### config.mk
export PLATFORM = sky130hd
export DESIGN_NAME = multicycle_controller
export DESIGN_NICKNAME = d
export VERILOG_FILES = /design/src/rtl/multicycle_controller.sv
export SDC_FILE = /design/constraint.sdc
export NUM_CORES = 1
export LEC_CHECK = 0
export CAP_MARGIN = 20
export CORE_UTILIZATION = 41
export DETAILED_ROUTE_END_ITERATION = 10
export GPL_TIMING_DRIVEN = 0
export PLACE_DENSITY_LB_ADDON = 0.25
export SETUP_SLACK_MARGIN = 0.1
export SLEW_MARGIN = 10
export SYNTH_ARGS = -nofsm -noshare
export SYNTH_HDL_FRONTEND = slang
export SYNTH_SLANG_ARGS = --single-unit
### constraint.sdc
create_clock -name i_clk -period 2 [get_ports i_clk]
set_input_delay 0.2 -clock i_clk [delete_from_list [all_inputs] [get_ports i_clk]]
set_output_delay 0.2 -clock i_clk [all_outputs]
set_load 0.05 [all_outputs]
### src/rtl/multicycle_controller.sv
// Main control FSM of the multicycle RISC-V core: Fetch/Decode/Execute/Writeback sequencing.
// Latency: Moore outputs decoded from the state register; lw 5, sw/R/I/jal 4, beq 3, illegal 2 cycles.
// Backpressure: none; the FSM advances every cycle, and a synchronous reset abandons the current instruction.
//
// Ports:
//   i_clk, i_reset            rising-edge clock, synchronous active-high reset
//   i_op, i_funct3, i_funct7b5 instruction fields used for decode
//   i_zero                    ALU zero flag, consulted only in BEQ
//   o_PCWrite .. o_ALUControl datapath enables and mux selects
//   o_illegal                 pulse in DECODE for an unsupported opcode
//   o_instret                 retired-instruction counter
//   o_state                   current state encoding for debug
module multicycle_controller (
  input  logic        i_clk,
  input  logic        i_reset,
  input  logic [6:0]  i_op,
  input  logic [2:0]  i_funct3,
  input  logic        i_funct7b5,
  input  logic        i_zero,
  output logic        o_PCWrite,
  output logic        o_AdrSrc,
  output logic        o_MemWrite,
  output logic        o_IRWrite,
  output logic [1:0]  o_ResultSrc,
  output logic [1:0]  o_ALUSrcA,
  output logic [1:0]  o_ALUSrcB,
  output logic        o_RegWrite,
  output logic [1:0]  o_ImmSrc,
  output logic [2:0]  o_ALUControl,
  output logic        o_illegal,
  output logic [31:0] o_instret,
  output logic [3:0]  o_state
);

  localparam logic [6:0] OP_LW   = 7'b0000011;
  localparam logic [6:0] OP_SW   = 7'b0100011;
  localparam logic [6:0] OP_R    = 7'b0110011;
  localparam logic [6:0] OP_I    = 7'b0010011;
  localparam logic [6:0] OP_BEQ  = 7'b1100011;
  localparam logic [6:0] OP_JAL  = 7'b1101111;

  typedef enum logic [3:0] {
    S_FETCH    = 4'd0,
    S_DECODE   = 4'd1,
    S_MEMADR   = 4'd2,
    S_MEMREAD  = 4'd3,
    S_MEMWB    = 4'd4,
    S_MEMWRITE = 4'd5,
    S_EXECUTER = 4'd6,
    S_ALUWB    = 4'd7,
    S_EXECUTEI = 4'd8,
    S_JAL      = 4'd9,
    S_BEQ      = 4'd10
  } state_t;

  state_t      r_state;
  logic [31:0] r_instret;

  logic        w_pc_update;
  logic        w_branch;
  logic [1:0]  w_alu_op;

  // State register and retire counter; reset overrides both transition and increment.
  always_ff @(posedge i_clk) begin
    if (i_reset) begin
      r_state   <= S_FETCH;
      r_instret <= '0;
    end else begin
      case (r_state)
        S_FETCH:  r_state <= S_DECODE;
        S_DECODE: begin
          case (i_op)
            OP_LW, OP_SW: r_state <= S_MEMADR;
            OP_R:         r_state <= S_EXECUTER;
            OP_I:         r_state <= S_EXECUTEI;
            OP_JAL:       r_state <= S_JAL;
            OP_BEQ:       r_state <= S_BEQ;
            default:      r_state <= S_FETCH;
          endcase
        end
        S_MEMADR:   r_state <= (i_op == OP_SW) ? S_MEMWRITE : S_MEMREAD;
        S_MEMREAD:  r_state <= S_MEMWB;
        S_EXECUTER: r_state <= S_ALUWB;
        S_EXECUTEI: r_state <= S_ALUWB;
        S_JAL:      r_state <= S_ALUWB;
        default:    r_state <= S_FETCH;
      endcase
      // Leaving a final state retires the instruction; the illegal path never reaches one.
      if (r_state == S_MEMWB || r_state == S_MEMWRITE ||
          r_state == S_ALUWB || r_state == S_BEQ)
        r_instret <= r_instret + 32'd1;
    end
  end

  // Moore decode of per-state controls.
  always_comb begin
    w_pc_update = 1'b0;
    w_branch    = 1'b0;
    w_alu_op    = 2'b00;
    o_AdrSrc    = 1'b0;
    o_MemWrite  = 1'b0;
    o_IRWrite   = 1'b0;
    o_ResultSrc = 2'b00;
    o_ALUSrcA   = 2'b00;
    o_ALUSrcB   = 2'b00;
    o_RegWrite  = 1'b0;
    o_illegal   = 1'b0;
    case (r_state)
      S_FETCH: begin
        o_IRWrite   = 1'b1;
        o_ALUSrcB   = 2'b10;
        o_ResultSrc = 2'b10;
        w_pc_update = 1'b1;
      end
      S_DECODE: begin
        o_ALUSrcA = 2'b01;
        o_ALUSrcB = 2'b01;
        o_illegal = !(i_op == OP_LW || i_op == OP_SW || i_op == OP_R ||
                      i_op == OP_I || i_op == OP_BEQ || i_op == OP_JAL);
      end
      S_MEMADR: begin
        o_ALUSrcA = 2'b10;
        o_ALUSrcB = 2'b01;
      end
      S_MEMREAD: o_AdrSrc = 1'b1;
      S_MEMWB: begin
        o_ResultSrc = 2'b01;
        o_RegWrite  = 1'b1;
      end
      S_MEMWRITE: begin
        o_AdrSrc   = 1'b1;
        o_MemWrite = 1'b1;
      end
      S_EXECUTER: begin
        o_ALUSrcA = 2'b10;
        w_alu_op  = 2'b10;
      end
      S_EXECUTEI: begin
        o_ALUSrcA = 2'b10;
        o_ALUSrcB = 2'b01;
        w_alu_op  = 2'b10;
      end
      S_ALUWB: o_RegWrite = 1'b1;
      S_JAL: begin
        o_ALUSrcA   = 2'b01;
        o_ALUSrcB   = 2'b10;
        w_pc_update = 1'b1;
      end
      S_BEQ: begin
        o_ALUSrcA = 2'b10;
        w_alu_op  = 2'b01;
        w_branch  = 1'b1;
      end
      default: ;
    endcase
  end

  assign o_PCWrite = w_pc_update | (w_branch & i_zero);

  // Immediate format follows the opcode in every state.
  always_comb begin
    case (i_op)
      OP_SW:   o_ImmSrc = 2'b01;
      OP_BEQ:  o_ImmSrc = 2'b10;
      OP_JAL:  o_ImmSrc = 2'b11;
      default: o_ImmSrc = 2'b00;
    endcase
  end

  // ALU decoder; op[5] distinguishes R-type sub from I-type addi.
  always_comb begin
    case (w_alu_op)
      2'b01:   o_ALUControl = 3'b001;
      2'b10: begin
        case (i_funct3)
          3'b000:  o_ALUControl = (i_op[5] & i_funct7b5) ? 3'b001 : 3'b000;
          3'b010:  o_ALUControl = 3'b101;
          3'b110:  o_ALUControl = 3'b011;
          3'b111:  o_ALUControl = 3'b010;
          default: o_ALUControl = 3'b000;
        endcase
      end
      default: o_ALUControl = 3'b000;
    endcase
  end

  assign o_instret = r_instret;
  assign o_state   = r_state;

endmodule

==> results.json <==
{
  "post-place-ws_ns": -0.6642,
  "critical_path_arrival_ns": 2.05,
  "gp_congestion": 0.7783,
  "maxSlewViolCount": 0,
  "ys_async_sr_fraction_pct": 0,
  "hold_viol": 0,
  "p_leak_nw": 1.159,
  "dpl.hpwl_um": 3886,
  "grt_usage_pct": 22.51,
  "p_seq_share_pct": 47.7,
  "core_region_area_um2": 4755,
  "ant_nets": 0,
  "max_freq_mhz": 443.7,
  "hold_class": "flop to flop",
  "fin_cells": 420,
  "busiest_layer": "met2",
  "nFillCells": 398,
  "required_ns": 1.80,
  "intPower_mw": 1.095,
  "tightest_slew_ns": 0.5266,
  "irDropWorstVdd_v": 0.0002916,
  "critPathKind": "flop to primary output",
  "synth_area_um2": 2029,
  "final_cell_mix": "clkdlybuf4s50_1 (49), nor2_1 (25), nand2_1 (23)",
  "rsz0062_at_grt": "yes",
  "use_met2_pct": 35.10,
  "grt-ovfl-total": 0,
  "cp_max_fo": 5,
  "grt_pass1_vias": 2009,
  "hold_slack_ns": 0.4973,
  "p_sw_mw": 0.3905,
  "initial_core_util_pct": 42.68,
  "area_growth_pct": 62.64,
  "drt_iter0_drc": 77,
  "fin_area_um2": 3301,
  "seq_area_um2": 778.2,
  "drive_gt1_share_pct": 32.86,
  "grt_pass1_wl_um": 9177,
  "final.setup_skew_ns": 0.005951,
  "power_density_nw_per_um2": 450.1,
  "power_frac_clock_pct": 38.5,
  "diodes": 0,
  "grt_max_degree": 12,
  "routedWlPerCell_um": 14.13,
  "finalSetupTns_ns": -0.5702,
  "period_needed_ns": 2.254,
  "row_count": 25,
  "use_met1_pct": 29.16,
  "yosys_warnings": 0,
  "clk_latency_ns": 0.30,
  "final_net_count": 369,
  "mostFrequentLayoutCell": "clkdlybuf4s50_1",
  "drt-total-wl_um": 5933,
  "pin_count": 67,
  "syn_nets": 277,
  "slew_headroom_pct": 64.90,
  "maxCapViolations": 0,
  "clock-sinks": 36,
  "min_period_over_period_pct": 112.7,
  "met3_usage_pct": 4.583,
  "outcome": "finished with violations",
  "ys.flop_type": "dfxtp_1",
  "placed_area_um2": 2968,
  "ctsHoldBuffers": 0,
  "cts-root-buf": "clkbuf_8",
  "synth-seq-area-share_pct": 35.51,
  "start_kind": "flop",
  "port_buffers": 66,
  "ys_types": 47,
  "antenna_found_initial": 0,
  "syn_area_per_cell_um2": 7.806,
  "cts.clk_slew.worst_paths_ns": 0.07,
  "netlist_instances": 260,
  "cts_tree": "built",
  "power_frac_comb_pct": 13.8,
  "clock_path_buffers": 2,
  "setup_viol": 3,
  "die_x_um": 72.36,
  "ys_ff_latch": 36,
  "multi_input_area_um2": 1413,
  "dp_cells": 393,
  "worst_slack_ns": -0.2537,
  "synth_edf_count": 0,
  "viasPerCell": 5.369,
  "numCtsBuffers": 5,
  "crit_path_end_kind": "primary output",
  "dr.pass1.iters": 4,
  "die_h_um": 72.36,
  "sw_frac_of_total_pct": 26.29,
  "htree_levels": 2,
  "drc": 0,
  "die_area_um2": 5235,
  "vias": 2255,
  "failed_checks": "setup timing"
}
cells in the mapped netlist, drive strengths merged, types with 2 or more instances:
library cell	instances	area share, %
clkbuf	8	1.5
nor4	10	3.1
o21ai	15	3.7
inv	6	1.1
o21a	2	0.74
nand3b	2	0.74
nor2b	3	0.92
mux2i	2	0.99
or3	12	3.7
ha	3	1.8
nand3	6	1.5
nand2b	4	1.6
xor2	6	2.6
o31ai	3	1.1
dfxtp	36	36
nor3b	2	0.74
or4	5	1.8
a21oi	19	4.9
and3	5	1.5
nand2	25	4.6
or2	2	0.62
nor3	9	2.2
nand4	11	3.7
nor2	28	5.3
o21ba	2	0.99
a31oi	2	0.62
buf	6	1.4
xnor2	12	5.2
a21o	3	1.2
and4	2	0.86
final timing paths:
kind / endpoint / slack (ns) / startpoint / depth (start not counted)
worst min register to register: o_instret[1]$_SDFFE_PP0P_ / 0.50 / o_instret[1]$_SDFFE_PP0P_ / 2
worst max register to register: o_instret[28]$_SDFFE_PP0P_ / 0.02 / o_state[2]$_SDFF_PP0_ / 9
worst max-delay path: o_ALUControl[0] / -0.25 / o_state[3]$_SDFF_PP0_ / 9
worst min-delay path: o_instret[1]$_SDFFE_PP0P_ / 0.50 / o_instret[1]$_SDFFE_PP0P_ / 2
critical path: stages (launching register included):
cell     delay, ns
dfxtp_4       0.38
buf_6         0.11
or3b_4        0.37
a21o_1        0.18
inv_2         0.08
ha_4          0.14
nor3b_4       0.18
nor2_2        0.07
nor2_4        0.09
buf_8         0.15
power by group through the flow:
stage | Clock (mW) | Sequential [mW] | Combinational (mW)
2_1_floorplan | 0 | 0.733 | 0.116
3_3_place_gp | 0 | 0.725 | 0.199
3_5_place_dp | 0 | 0.725 | 0.200
4_1_cts | 0.587 | 0.708 | 0.203
5_1_grt | 0.618 | 0.708 | 0.215
6_report | 0.572 | 0.709 | 0.205
sequential cells by signal (all words and copies together) (netlist names):
name       cells
o_instret     32
o_state        4
logic make-up after synthesis:
group	share of synthesized area (%)
compound gates	14.86
xor+xnor	7.768
fa+ha+maj	2.343
buf+inv	4.192
flops	35.51
mux	0.9865
simple gates	34.34
per-layer routing:
| layer | vias to the layer above | share of wire, % |
|---|---|---|
| met2 | 63 | 48 |
| met5 | - | 0 |
| met3 | 18 | 4.6 |
| li1 | 1121 | - |
| met4 | 0 | 3.0 |
| met1 | 1053 | 45 |
cell type report:
| type | count | area share [%] |
|---|---|---|
| Timing Repair Buffer | 85 | 23.84 |
| Clock buffer | 8 | 3.033 |
| Tap cell | 67 | 2.540 |
| Multi-Input combinational cell | 203 | 42.80 |
| Sequential cell | 36 | 23.58 |
| Buffer | 14 | 3.374 |
| Inverter | 7 | 0.8340 |
metrics by stage:
stage / power (mW) / util [%]
2_1_floorplan: 0.8489 / -
3_3_place_gp: 0.9234 / 62.42
3_5_place_dp: 0.9250 / 62.42
4_1_cts: 1.498 / 68.74
5_1_grt: 1.541 / 69.42
6_report: 1.486 / 69.42
what timing repair did:
item | in CTS | in global routing
pin swaps | 10 | 4
setup buffers | 14 | 4
endpoints found under the setup margin | 36 | 30
cloned | 1 | 0
gates resized for setup | 91 | 27
Note: power is estimated with default switching activity, not from simulation.
